## src/rtl/eve_gene_collector.sv

```systemverilog
`timescale 1ns/1ps
// eve_gene_collector: captures one NUM_PE-lane child-gene burst and drains the
// enabled lanes, lowest lane first, as a valid/ready stream of GENE_W-bit genes.
// Optional: define GENE_COLLECT_SKIDBUF_EN to add a second burst buffer, so that
// a burst arriving mid-drain is held instead of being dropped.
module eve_gene_collector #(
    parameter int unsigned NUM_PE = 8,
    parameter int unsigned GENE_W = 64,
    parameter int unsigned CNT_W  = 16
) (
    input  logic                       input_clk,
    input  logic                       reset,
    input  logic [NUM_PE*GENE_W-1:0]   child_bus,
    input  logic                       child_valid,
    input  logic [NUM_PE-1:0]          lane_mask,
    output logic [GENE_W-1:0]          m_gene,
    output logic [$clog2(NUM_PE)-1:0]  m_lane,
    output logic                       m_valid,
    input  logic                       m_ready,
    output logic                       m_last,
    output logic                       busy,
    output logic                       overrun,
    output logic [CNT_W-1:0]           gene_count,
    input  logic                       clr_status
);
    localparam int unsigned LaneW = $clog2(NUM_PE);

    typedef enum logic {StIdle, StDrain} state_e;

    state_e                   state_q, state_d;
    logic [NUM_PE*GENE_W-1:0] snap_q, snap_d;
    logic [NUM_PE-1:0]        pend_q, pend_d;
    logic                     overrun_q, overrun_d;
    logic [CNT_W-1:0]         count_q, count_d;
`ifdef GENE_COLLECT_SKIDBUF_EN
    // A non-zero pend2_q marks the second buffer as occupied.
    logic [NUM_PE*GENE_W-1:0] snap2_q, snap2_d;
    logic [NUM_PE-1:0]        pend2_q, pend2_d;
`endif
    logic [LaneW-1:0]         low_lane;
    logic                     new_burst, hs, last_hs, drop;

    // Lowest pending lane; scanned downward so the smallest index wins.
    always_comb begin
        low_lane = '0;
        for (int i = NUM_PE - 1; i >= 0; i--) begin
            if (pend_q[i]) low_lane = LaneW'(i);
        end
    end

    assign m_valid    = (state_q == StDrain);
    assign m_lane     = m_valid ? low_lane : '0;
    assign m_gene     = m_valid ? snap_q[int'(low_lane)*GENE_W +: GENE_W] : '0;
    // Exactly one bit left: clearing the lowest set bit leaves nothing.
    assign m_last     = m_valid && ((pend_q & (pend_q - NUM_PE'(1))) == '0);
    // The second buffer is only ever filled while draining, so DRAIN covers both.
    assign busy       = m_valid;
    assign overrun    = overrun_q;
    assign gene_count = count_q;

    assign new_burst  = child_valid && (lane_mask != '0);
    assign hs         = m_valid && m_ready;
    assign last_hs    = hs && m_last;

    // Next-state: capture, drain bookkeeping, drop detection and status counters.
    always_comb begin
        state_d   = state_q;
        snap_d    = snap_q;
        pend_d    = pend_q;
        overrun_d = overrun_q;
        count_d   = count_q;
        drop      = 1'b0;
`ifdef GENE_COLLECT_SKIDBUF_EN
        snap2_d   = snap2_q;
        pend2_d   = pend2_q;
`endif
        if (hs) begin
            pend_d  = pend_q & ~(NUM_PE'(1) << low_lane);
            // An accepted beat outranks a same-cycle clear.
            count_d = clr_status ? CNT_W'(1) : count_q + CNT_W'(1);
        end else if (clr_status) begin
            count_d = '0;
        end
        if (clr_status) overrun_d = 1'b0;

        unique case (state_q)
            StIdle: begin
                if (new_burst) begin
                    snap_d  = child_bus;
                    pend_d  = lane_mask;
                    state_d = StDrain;
                end
            end
            StDrain: begin
`ifdef GENE_COLLECT_SKIDBUF_EN
                if (last_hs) begin
                    if (pend2_q != '0) begin
                        // Promote the held burst; both buffers were full this cycle.
                        snap_d  = snap2_q;
                        pend_d  = pend2_q;
                        pend2_d = '0;
                        drop    = new_burst;
                    end else if (new_burst) begin
                        // Active drain ends now, so go straight to the new burst.
                        snap_d  = child_bus;
                        pend_d  = lane_mask;
                    end else begin
                        state_d = StIdle;
                    end
                end else if (new_burst) begin
                    if (pend2_q == '0) begin
                        snap2_d = child_bus;
                        pend2_d = lane_mask;
                    end else begin
                        drop = 1'b1;
                    end
                end
`else
                drop = new_burst;
                if (last_hs) state_d = StIdle;
`endif
            end
            default: state_d = StIdle;
        endcase

        if (drop) overrun_d = 1'b1;
    end

    // State registers, cleared asynchronously.
    always_ff @(posedge input_clk or negedge reset) begin
        if (!reset) begin
            state_q   <= StIdle;
            snap_q    <= '0;
            pend_q    <= '0;
            overrun_q <= 1'b0;
            count_q   <= '0;
`ifdef GENE_COLLECT_SKIDBUF_EN
            snap2_q   <= '0;
            pend2_q   <= '0;
`endif
        end else begin
            state_q   <= state_d;
            snap_q    <= snap_d;
            pend_q    <= pend_d;
            overrun_q <= overrun_d;
            count_q   <= count_d;
`ifdef GENE_COLLECT_SKIDBUF_EN
            snap2_q   <= snap2_d;
            pend2_q   <= pend2_d;
`endif
        end
    end

endmodule

```

## config.mk

```make
export PLATFORM = sky130hd
export DESIGN_NAME = eve_gene_collector
export DESIGN_NICKNAME = d
export VERILOG_FILES = /design/src/rtl/eve_gene_collector.sv
export SDC_FILE = /design/constraint.sdc
export NUM_CORES = 1
export LEC_CHECK = 0
export ABC_CLOCK_PERIOD_IN_PS = 2540
export BUFFER_PORTS_ARGS = -buffer_cell sky130_fd_sc_hd__clkbuf_2
export CORE_ASPECT_RATIO = 0.75
export CORE_MARGIN = 3
export CORE_UTILIZATION = 30
export CTS_CLUSTER_DIAMETER = 150
export CTS_CLUSTER_SIZE = 28
export DETAILED_ROUTE_END_ITERATION = 8
export PLACE_DENSITY_LB_ADDON = 0.3
export SKIP_LAST_GASP = 1
export SYNTH_ARGS = -nofsm -noshare
export SYNTH_HDL_FRONTEND = slang
export SYNTH_SLANG_ARGS = --single-unit
```

## constraint.sdc

```tcl
create_clock -name input_clk -period 2.54 [get_ports input_clk]
set_clock_uncertainty 0.2 [all_clocks]
set_input_delay 0.508 -clock input_clk [delete_from_list [all_inputs] [get_ports input_clk]]
set_output_delay 0.508 -clock input_clk [all_outputs]
set_load 0.005 [all_outputs]
```

==> metrics.txt, run 1 <==
Slew headroom 60.46%; register area share after synthesis 51.85%; PortBufs 611; post-route ant nets 0; RD Place Congestion 0.8371; worst hold path class in -> reg; cell row count 92; Overall Global Routing Usage 21.66%; Detail Placement HPWL 67900 um; layout cell share with drive strength beyond 1 38.01%; Non-Filler Instances 4778; Die Ht 260.8 um; pwr/cell area 1397 nW/um2; Final WS setup -1.095 ns; first-pass GRT wire length 153100 um; internal power 31.63 mW; vias per cell 5.162; Final Hold Slack 0.04086 ns; CP top delay family compound AO/OA/AOI/OAI gates; antenna violations before repair 7; Design Power 55.66 mW; Net Sw Frac 43.16%; Mapped Avg Cell Area 10.72 um2; I/O Pins 612; Clock Sinks 538; GRT overflow 0; Syn. warnings 0; Startpoint Class flip-flop; Area Overhead vs Synth 53.39%; DP Area 32370 um2; Core Box Area 84950 um2; Crit. End Element output pin; cts bufs inserted 23; Post-Route Utilization 46.89%; ys async rst share 100.0%; Clock Tree Buf Depth 3; Max Clock Freq 275.1 MHz; CTS H-tree depth 1; mapped cell area 25970 um2; largest stage delay on the critical path 0.58 ns; Fin Setup TNS -68.59 ns; largest net degree at the start of global routing 77; Slew @ Worst Pin 0.5931 ns; post-route cell area 39830 um2; Setup WS pre-CTS -0.5521 ns; DRT iter0 DRCs 1767; CP max stage cell or4_4; clock power share 8.2%; total of max-cap violations 0; P_sw 24.02 mW; # setup viols final 68; Die Wd 345.7 um; Tmin final 3.635 ns; Worst Path Buf+Inv 3; CP Class reg -> out; crit-path cells or4_4, buf_6, o21a_4, bufbuf_16, o21a_1, a22oi_1, o211ai_1, clkbuf_2; P_leak 17.14 nW; Clock Tree Root clkbuf_16; total number of vias 24670; CTS tree yes; vias in the first global route 25520; Worst-Skew Late Latency 0.61 ns; Worst Path Max Fanout 14; drt pass-1 iters 6; Top FF cell, synth dfrtp_1; Wirelength per Cell 21.56 um; sequential power share 27.0%; Critical Path RT 1.83 ns; period utilization 143.1%; failing checks negative setup slack; Routed WL 103000 um; unrepaired setup endpoints after global routing true; arrival time at the worst endpoint 2.93 ns; fin nets 4173; Slew Viols, Final 0; Mapped Cells 2422; final hold vios 0; # DRC 0; syn_nets 2948; Post-synth EDFFs 0; die area 90160 um2; Combinational Power Share 64.8%; synth unique cells 43; initial cell density of the core 30.57%; Reg clk slew, reported paths 0.12 ns; placed insts 4194; Yosys reg bits 538; Max IR drop VDD 0.0008812 V; status finished, violations left
[repair_timing]
item,CTS,global route
pin swaps,39,57
endpoints found under the setup margin,68,153
hold buffers,518,0
resized for setup,96,110
setup buffers,21,4
hold endpoints to repair,540,0
cloned,8,8
[cell families after synthesis]
group,count (synthesis),synth area share (%)
DFF,538,51.85
AOI/OAI and AO/OA,741,20.61
xor gates and xnor gates,11,0.3710
buffers and inverters,417,6.524
muxes,322,13.96
and+or+nand+nor,392,6.645
adders and majority gates,1,0.04818
[cell usage in the layout (no fill, tap or decap), types with 30 or more instances in the layout]
cell type	n
dlygate4sd3_1	518
o211ai_1	65
buf_12	59
inv_1	198
mux2_2	321
a22oi_1	42
o21a_1	129
nand3_1	132
o21ai_0	199
buf_4	183
o2111ai_2	73
clkbuf_2	585
nand2_1	209
o2111ai_1	165
dfrtp_1	535
clkbuf_16	30
[synth_stat cells (6+ instances only)]
cell       instances  area (um2)
a21oi_1            9       45.04
a22oi_1           65       488.0
buf_1             10       37.54
buf_2             70       350.3
clkbuf_1         132       495.5
dfrtp_1          538       13460
inv_1            198       743.2
mux2_2           321        3615
nand2_1          211       792.0
nand3_1          132       660.6
nor2_1            20       75.07
o2111ai_1        256        2242
o211ai_1          65       488.0
o21a_1           130       975.9
o21ai_0          204        1021
or3_1              6       37.54
xnor2_1            6       52.55
[final cells by class]
type                            count  area (um2)
Antenna cell                        4       10.01
Clock buffer                       23       575.6
Clock inverter                      1       30.03
Fill cell                        7699       45120
Inverter                          199       752.0
Multi-Input combinational cell   1467       11890
Sequential cell                   538       13470
Tap cell                         1128        1411
Timing Repair Buffer             1418       11700
[worst min-delay path: stages]
cell and delay (ns):
clkbuf_2 0.08, nand2_1 0.11, o21ai_0 0.10
[registers in the layout, indices dropped and copies added (netlist names)]
| name | count |
|---|---|
| busy | 1 |
| gene_count | 16 |
| overrun | 1 |
| pend_q | 8 |
| snap_q | 512 |
[worst paths after layout]
path	startpoint	end	slack, ns	depth (start not counted)
max reg2reg	pend_q[1]	pend_q[6]	0.07	9
max in group asynchronous	reset	snap_q[343]	0.98	3
min reg2reg	snap_q[356]	snap_q[356]	0.32	1
max	pend_q[1]	m_gene[59]	-1.10	8
min	child_bus[426]	snap_q[426]	0.04	3
min in group asynchronous	reset	snap_q[438]	0.29	2
[per-layer routing]
layer	part of all wire, %	up-vias	wire length (um)	track usage, %
li1	-	11360	-	-
met1	44	12280	45730	29.27
met2	46	863	47770	35.70
met3	6.6	160	6831	4.309
met4	2.6	4	2662	5.459
met5	0.030	-	31	0
[power groups by stage]
stage	combinational (mW)	sequential (mW)	clock, mW
global route	38.7	15.4	4.98
global placement	29.4	15.0	0
floorplan	17.5	14.2	0
CTS	34.1	14.9	4.74
finish	36.1	15.0	4.56
detailed placement	29.7	15.0	0
Power figures use the tool's default switching activity.
==> run 2: changes to the inputs <==
==> constraint.sdc (replaced) <==
create_clock -name input_clk -period 2.54 [get_ports input_clk]
set_clock_uncertainty 0.2 [all_clocks]
set_input_delay 0.127 -clock input_clk [delete_from_list [all_inputs] [get_ports input_clk]]
set_output_delay 0.127 -clock input_clk [all_outputs]
set_load 0.005 [all_outputs]
==> metrics.txt, run 2 (synthesis gave the netlist of run 1 again) <==
Worst Path Buf+Inv 3 (unchanged); Overall Global Routing Usage 20.91% (was 21.66%); Crit. Startpoint pend_q[3] (was pend_q[1]); Slew headroom 56.57% (was 60.46%); first-pass GRT wire length 149900 um (was 153100 um); most frequent cells in the layout 584 x clkbuf_2, 535 x dfrtp_1, 533 x dlygate4sd3_1, 321 x mux2_2, 210 x nand2_1 (was 585 x clkbuf_2, 535 x dfrtp_1, 518 x dlygate4sd3_1, 321 x mux2_2, 209 x nand2_1); Tmin final 3.222 ns (was 3.635 ns); Critical Path RT 2.21 ns (was 1.83 ns); placed insts 4068 (was 4194); max FFs per register 512 (unchanged); Die Wd 345.7 um (unchanged); Setup WS pre-CTS -0.1350 ns (was -0.5521 ns); layout cell share with drive strength beyond 1 34.34% (was 38.01%); Max Clock Freq 310.3 MHz (was 275.1 MHz); Reg clk slew, reported paths 0.12 ns (about the same); Worst R2R Setup Slack 0.16 ns (was 0.07 ns); r2r endpoint pend_q[6] (unchanged); Core Box Area 84950 um2 (unchanged); Max IR drop VDD 0.001573 V (was 0.0008812 V); largest net degree at the start of global routing 71 (was 77); HP Start child_bus[23] (was child_bus[426]); Die Ht 260.8 um (unchanged); DRT iter0 DRCs 1968 (was 1767); Fin Setup TNS -37.20 ns (was -68.59 ns); # DRC 0 (unchanged); Detail Placement HPWL 63810 um (was 67900 um); Worst R2R Start pend_q[1] (unchanged); Startpoint Class flip-flop (unchanged); number of stages on the worst setup path 8 (unchanged); cell row count 92 (unchanged); CTS H-tree depth 1 (unchanged); CP Capture Point m_gene[20] (was m_gene[59]); # setup viols final 68 (unchanged); Non-Filler Instances 4670 (was 4778); final hold vios 0 (unchanged); GRT overflow 0 (unchanged); Worst Path Max Fanout 60 (was 14); CP max stage cell dfrtp_1 (was or4_4); total of max-cap violations 0 (unchanged); Area Overhead vs Synth 46.98% (was 53.39%); PortBufs 611 (unchanged); Clock Tree Buf Depth 3 (unchanged); arrival time at the worst endpoint 2.90 ns (was 2.93 ns); pwr/cell area 1338 nW/um2 (was 1397 nW/um2); initial cell density of the core 30.57% (unchanged); most common cell after layout, fill and taps aside clkbuf_2 (unchanged); CP top delay family compound AO/OA/AOI/OAI gates (unchanged); Wirelength per Cell 21.28 um (was 21.56 um); largest stage delay on the critical path 0.41 ns (was 0.58 ns); Reg with most FFs snap_q (unchanged); failing checks negative setup slack (unchanged); CTS tree yes (unchanged); RD Place Congestion 0.8532 (was 0.8371); drt pass-1 iters 5 (was 6); Worst-Skew Late Latency 0.60 ns (was 0.61 ns); cts bufs inserted 23 (unchanged); crit-path cells buf_4, or2_4, o211a_4, buf_12, o2111ai_1, a22oi_1, o211ai_1, clkbuf_2 (was or4_4, buf_6, o21a_4, bufbuf_16, o21a_1, a22oi_1, o211ai_1, clkbuf_2); antenna violations before repair 7 (unchanged); Slew Viols, Final 0 (unchanged); vias in the first global route 25260 (was 25520); die area 90160 um2 (unchanged); fin nets 4061 (was 4173); CP Class reg -> out (unchanged); period utilization 126.9% (was 143.1%); Crit. End Element output pin (unchanged); status finished, violations left (unchanged); worst hold path class in -> reg (unchanged); Slew @ Worst Pin 0.6515 ns (was 0.5931 ns); post-route ant nets 0 (unchanged); P_leak 16.37 nW (was 17.14 nW); unrepaired setup endpoints after global routing true (unchanged); Clock Tree Root clkbuf_16 (unchanged); Final WS setup -0.6824 ns (was -1.095 ns); total number of vias 24360 (was 24670); Routed WL 99360 um (was 103000 um); Clock Sinks 538 (unchanged); Reg2Reg Depth 8 (was 9); vias per cell 5.216 (was 5.162); I/O Pins 612 (unchanged)
==> run 2: cell types whose count changed in the layout (fill, tap and decap cells not counted), sizes merged <==
cell         previous run  this run
buf                   305       186
dlygate4sd3           518       533
inv                   199       200
diode                   4         7
clkbuf                616       609
bufbuf                  2         1
==> run 2: layout make-up <==
cell class | count | area, um2
fill | 7836 | 46780
inverter | 199 | 749.5
tap | 1128 | 1411
multi-input combinational | 1467 | 11470
clock buffer | 23 | 575.6
timing repair buffer | 1306 | 10440
sequential | 538 | 13470
clock inverter | 2 | 38.79
antenna | 7 | 17.52
==> run 2: worst min-delay path by stage <==
stage	to	depth (start not counted)
floorplan	busy	0
global placement	snap_q[353]	1
detailed placement	snap_q[353]	1
CTS	snap_q[47]	4
global route	snap_q[23]	4
finish	snap_q[23]	4
==> run 2: through the flow <==
step	total power, mW	area (um2)	hold WS, ns	util (%)
after floorplan	31.02	25970	-0.3686	-
after global placement	41.42	31050	-0.01632	36.55
after detailed placement	41.72	31050	-0.01993	36.55
after CTS	49.34	37670	0.002242	44.34
after global routing	54.25	38160	0.03961	44.92
final	51.07	38170	0.05471	44.93
==> run 2: layer usage <==
layer | up-vias | wire (um) | GRT usage, %
li1 | 11100 | - | -
met1 | 12120 | 43390 | 28.68
met2 | 954 | 47070 | 34.65
met3 | 182 | 6418 | 3.383
met4 | 2 | 2469 | 5.055
met5 | - | 10 | 0
==> run 2: tightest hold or removal path: cells and delay by family <==
family | cells | cell delay [ns]
AOI/OAI and AO/OA | 1 | 0.07
and+or+nand+nor | 1 | 0.04
buffers and inverters | 2 | 0.61
==> run 2: report_power, final <==
part / internal (mW) / total [mW] / switching, mW
combinational: 14.2 / 31.6 / 17.4
clock: 1.67 / 4.53 / 2.86
sequential: 12.7 / 14.9 / 2.22
total: 28.6 / 51.1 / 22.5
==> run 2: timing repair <==
item | in CTS | in global routing
buffers inserted | 12 | 18
pin swaps | 17 | 29
gates cloned | 4 | 4
hold buffers | 534 | 0
hold endpoints to repair | 1064 | 0
gates resized for setup | 72 | 78
setup endpoints to repair | 68 | 71
==> run 3: changes to the inputs <==
--- a/config.mk
+++ b/config.mk
@@ -13,7 +13,10 @@
 export CTS_CLUSTER_DIAMETER = 150
 export CTS_CLUSTER_SIZE = 28
 export DETAILED_ROUTE_END_ITERATION = 8
+export GPL_ROUTABILITY_DRIVEN = 0
 export PLACE_DENSITY_LB_ADDON = 0.3
+export RECOVER_POWER = 25
+export SETUP_SLACK_MARGIN = 0.3
 export SKIP_LAST_GASP = 1
 export SYNTH_ARGS = -nofsm -noshare
 export SYNTH_HDL_FRONTEND = slang
==> metrics.txt, run 3 (synthesis gave the netlist of run 1 again) <==
CP max stage cell or4_4 (was dfrtp_1); Startpoint Class flip-flop (unchanged); fin nets 4059 (was 4061); Worst Path Max Fanout 34 (was 60); Worst R2R Setup Slack 0.09 ns (was 0.16 ns); r2r endpoint pend_q[6] (unchanged); drt pass-1 iters 5 (unchanged); total number of vias 24200 (was 24360); Post-Route Utilization 44.64% (was 44.93%); DRT iter0 DRCs 1865 (was 1968); Die Wd 345.7 um (unchanged); cts bufs inserted 23 (unchanged); Non-Filler Instances 4667 (was 4670); P_leak 16.26 nW (was 16.37 nW); Final Hold Slack 0.06055 ns (was 0.05471 ns); CP Class reg -> out (unchanged); Crit. End Element output pin (unchanged); period utilization 126.2% (was 126.9%); HP Start child_bus[23] (unchanged); most common cell after layout, fill and taps aside clkbuf_2 (unchanged); Routed WL 97250 um (was 99360 um); Core Box Area 84950 um2 (unchanged); vias in the first global route 25190 (was 25260); Reg2Reg Depth 10 (was 8); PortBufs 611 (unchanged); total of max-cap violations 0 (unchanged); Max Clock Freq 312.0 MHz (was 310.3 MHz); Clock Tree Root clkbuf_16 (unchanged); antenna violations before repair 5 (was 7); Final WS setup -0.6647 ns (was -0.6824 ns); Area Overhead vs Synth 46.05% (was 46.98%); initial cell density of the core 30.57% (unchanged); final hold vios 0 (unchanged); failing checks negative setup slack (unchanged); Clock Sinks 538 (unchanged); die area 90160 um2 (unchanged); Critical Path RT 2.21 ns (about the same); largest net degree at the start of global routing 71 (unchanged); # DRC 0 (unchanged); Net Sw Frac 43.73% (was 43.96%); most frequent cells in the layout 588 x clkbuf_2, 535 x dfrtp_1, 533 x dlygate4sd3_1, 321 x mux2_2, 210 x nand2_1 (was 584 x clkbuf_2, 535 x dfrtp_1, 533 x dlygate4sd3_1, 321 x mux2_2, 210 x nand2_1); worst min-delay path endpoint snap_q[23] (unchanged); Reg clk slew, reported paths 0.12 ns (about the same); CP top delay family simple AND/OR/NAND/NOR gates (was compound AO/OA/AOI/OAI gates); GRT overflow 0 (unchanged); Wirelength per Cell 20.84 um (was 21.28 um); I/O Pins 612 (unchanged); # setup viols final 68 (unchanged); Worst-Skew Late Latency 0.59 ns (was 0.60 ns); cell row count 92 (unchanged); Reg with most FFs snap_q (unchanged); Combinational Power Share 61.2% (was 61.9%); Clock Tree Buf Depth 3 (unchanged); largest stage delay on the critical path 0.57 ns (was 0.41 ns); Design Power 50.09 mW (was 51.07 mW); post-route ant nets 0 (unchanged); Slew @ Worst Pin 1.173 ns (was 0.6515 ns); Fin Setup TNS -37.35 ns (was -37.20 ns); sequential power share 29.8% (was 29.2%); pwr/cell area 1321 nW/um2 (was 1338 nW/um2); status finished, violations left (unchanged); vias per cell 5.186 (was 5.216); Overall Global Routing Usage 20.78% (was 20.91%); first-pass GRT wire length 149200 um (was 149900 um); Worst R2R Start pend_q[1] (unchanged); placed insts 4068 (unchanged); P_sw 21.90 mW (was 22.45 mW); Slew headroom 21.80% (was 56.57%); Tmin final 3.205 ns (was 3.222 ns); Slew Viols, Final 0 (unchanged); arrival time at the worst endpoint 2.88 ns (was 2.90 ns); CTS H-tree depth 1 (unchanged); clock power share 9.0% (was 8.9%); Die Ht 260.8 um (unchanged); unrepaired setup endpoints after global routing true (unchanged); worst hold path class in -> reg (unchanged); internal power 28.19 mW (was 28.62 mW); max FFs per register 512 (unchanged); layout cell share with drive strength beyond 1 33.68% (was 34.34%); CTS tree yes (unchanged); Max IR drop VDD 0.001502 V (was 0.001573 V); crit-path cells or4_4, nor3_4, buf_6, buf_12, o21a_1, a22oi_1, o211ai_1, clkbuf_2 (was buf_4, or2_4, o211a_4, buf_12, o2111ai_1, a22oi_1, o211ai_1, clkbuf_2); WHS Path Cells 4 (unchanged); Worst Path Buf+Inv 3 (unchanged); Detail Placement HPWL 63810 um (unchanged)
[run 3: cell count changes in the layout (fill, tap and decap cells not counted), sizes merged]
cell    change
buf        -27
clkbuf     +25
diode       -1
[run 3: cell type report]
cell class	instances	area, um2
antenna	6	15.01
clock buffer	23	575.6
clock inverter	2	38.79
multi-input combinational	1467	11400
tap	1128	1411
sequential	538	13470
timing repair buffer	1304	10260
inverter	199	749.5
fill	7862	47030
[run 3: repair_timing]
action                                   CTS  global route
pin swaps                                 17            23
hold buffers                             533             8
endpoints found under the setup margin    72           106
hold endpoints to repair                1064             9
gates resized for setup                   72            53
setup buffers                             12            17
cloned                                     4             2
[run 3: worst max path at each step]
| stage | start | end | slack (ns) | cells after the start |
|---|---|---|---|---|
| CTS | pend_q[1] | m_gene[59] | -0.69 | 10 |
| global route | pend_q[1] | m_gene[62] | -0.81 | 10 |
| finish | pend_q[1] | m_gene[11] | -0.66 | 8 |
| floorplan | pend_q[1] | m_gene[61] | 0.32 | 8 |
| detailed placement | pend_q[3] | m_gene[39] | -0.13 | 7 |
| global placement | pend_q[3] | m_gene[39] | -0.14 | 7 |
[run 3: power groups by stage]
| stage | sequential, mW | combinational (mW) | clock, mW |
|---|---|---|---|
| global placement | 15.0 | 26.4 | 0 |
| floorplan | 14.2 | 16.8 | 0 |
| CTS | 14.8 | 29.8 | 4.71 |
| finish | 14.9 | 30.6 | 4.51 |
| detailed placement | 15.0 | 26.7 | 0 |
| global route | 15.3 | 33.1 | 4.93 |
[run 3: per-layer routing]
layer  track usage, %  vias up  share of wire (%)  routed length, um
met3            3.297      144                5.6               5438
li1                 -    11090                  -                  -
met2            34.50      868                 48              46390
met1            28.57    12100                 44              43200
met5                0        -                  0                  0
met4            4.829        0                2.3               2224
[run 3: per-stage QoR]
step / area (um2) / setup slack (ns)
2_1_floorplan: 25970 / 0.3206
3_3_place_gp: 31050 / -0.1408
3_5_place_dp: 31050 / -0.1350
4_1_cts: 37640 / -0.6851
5_1_grt: 37920 / -0.8064
6_report: 37930 / -0.6647
[run 3: worst min-delay path, delay by kind of cell]
kind,cells,cell delay (ns)
compound gates,1,0.07
buf+inv,2,0.61
simple gates,1,0.04
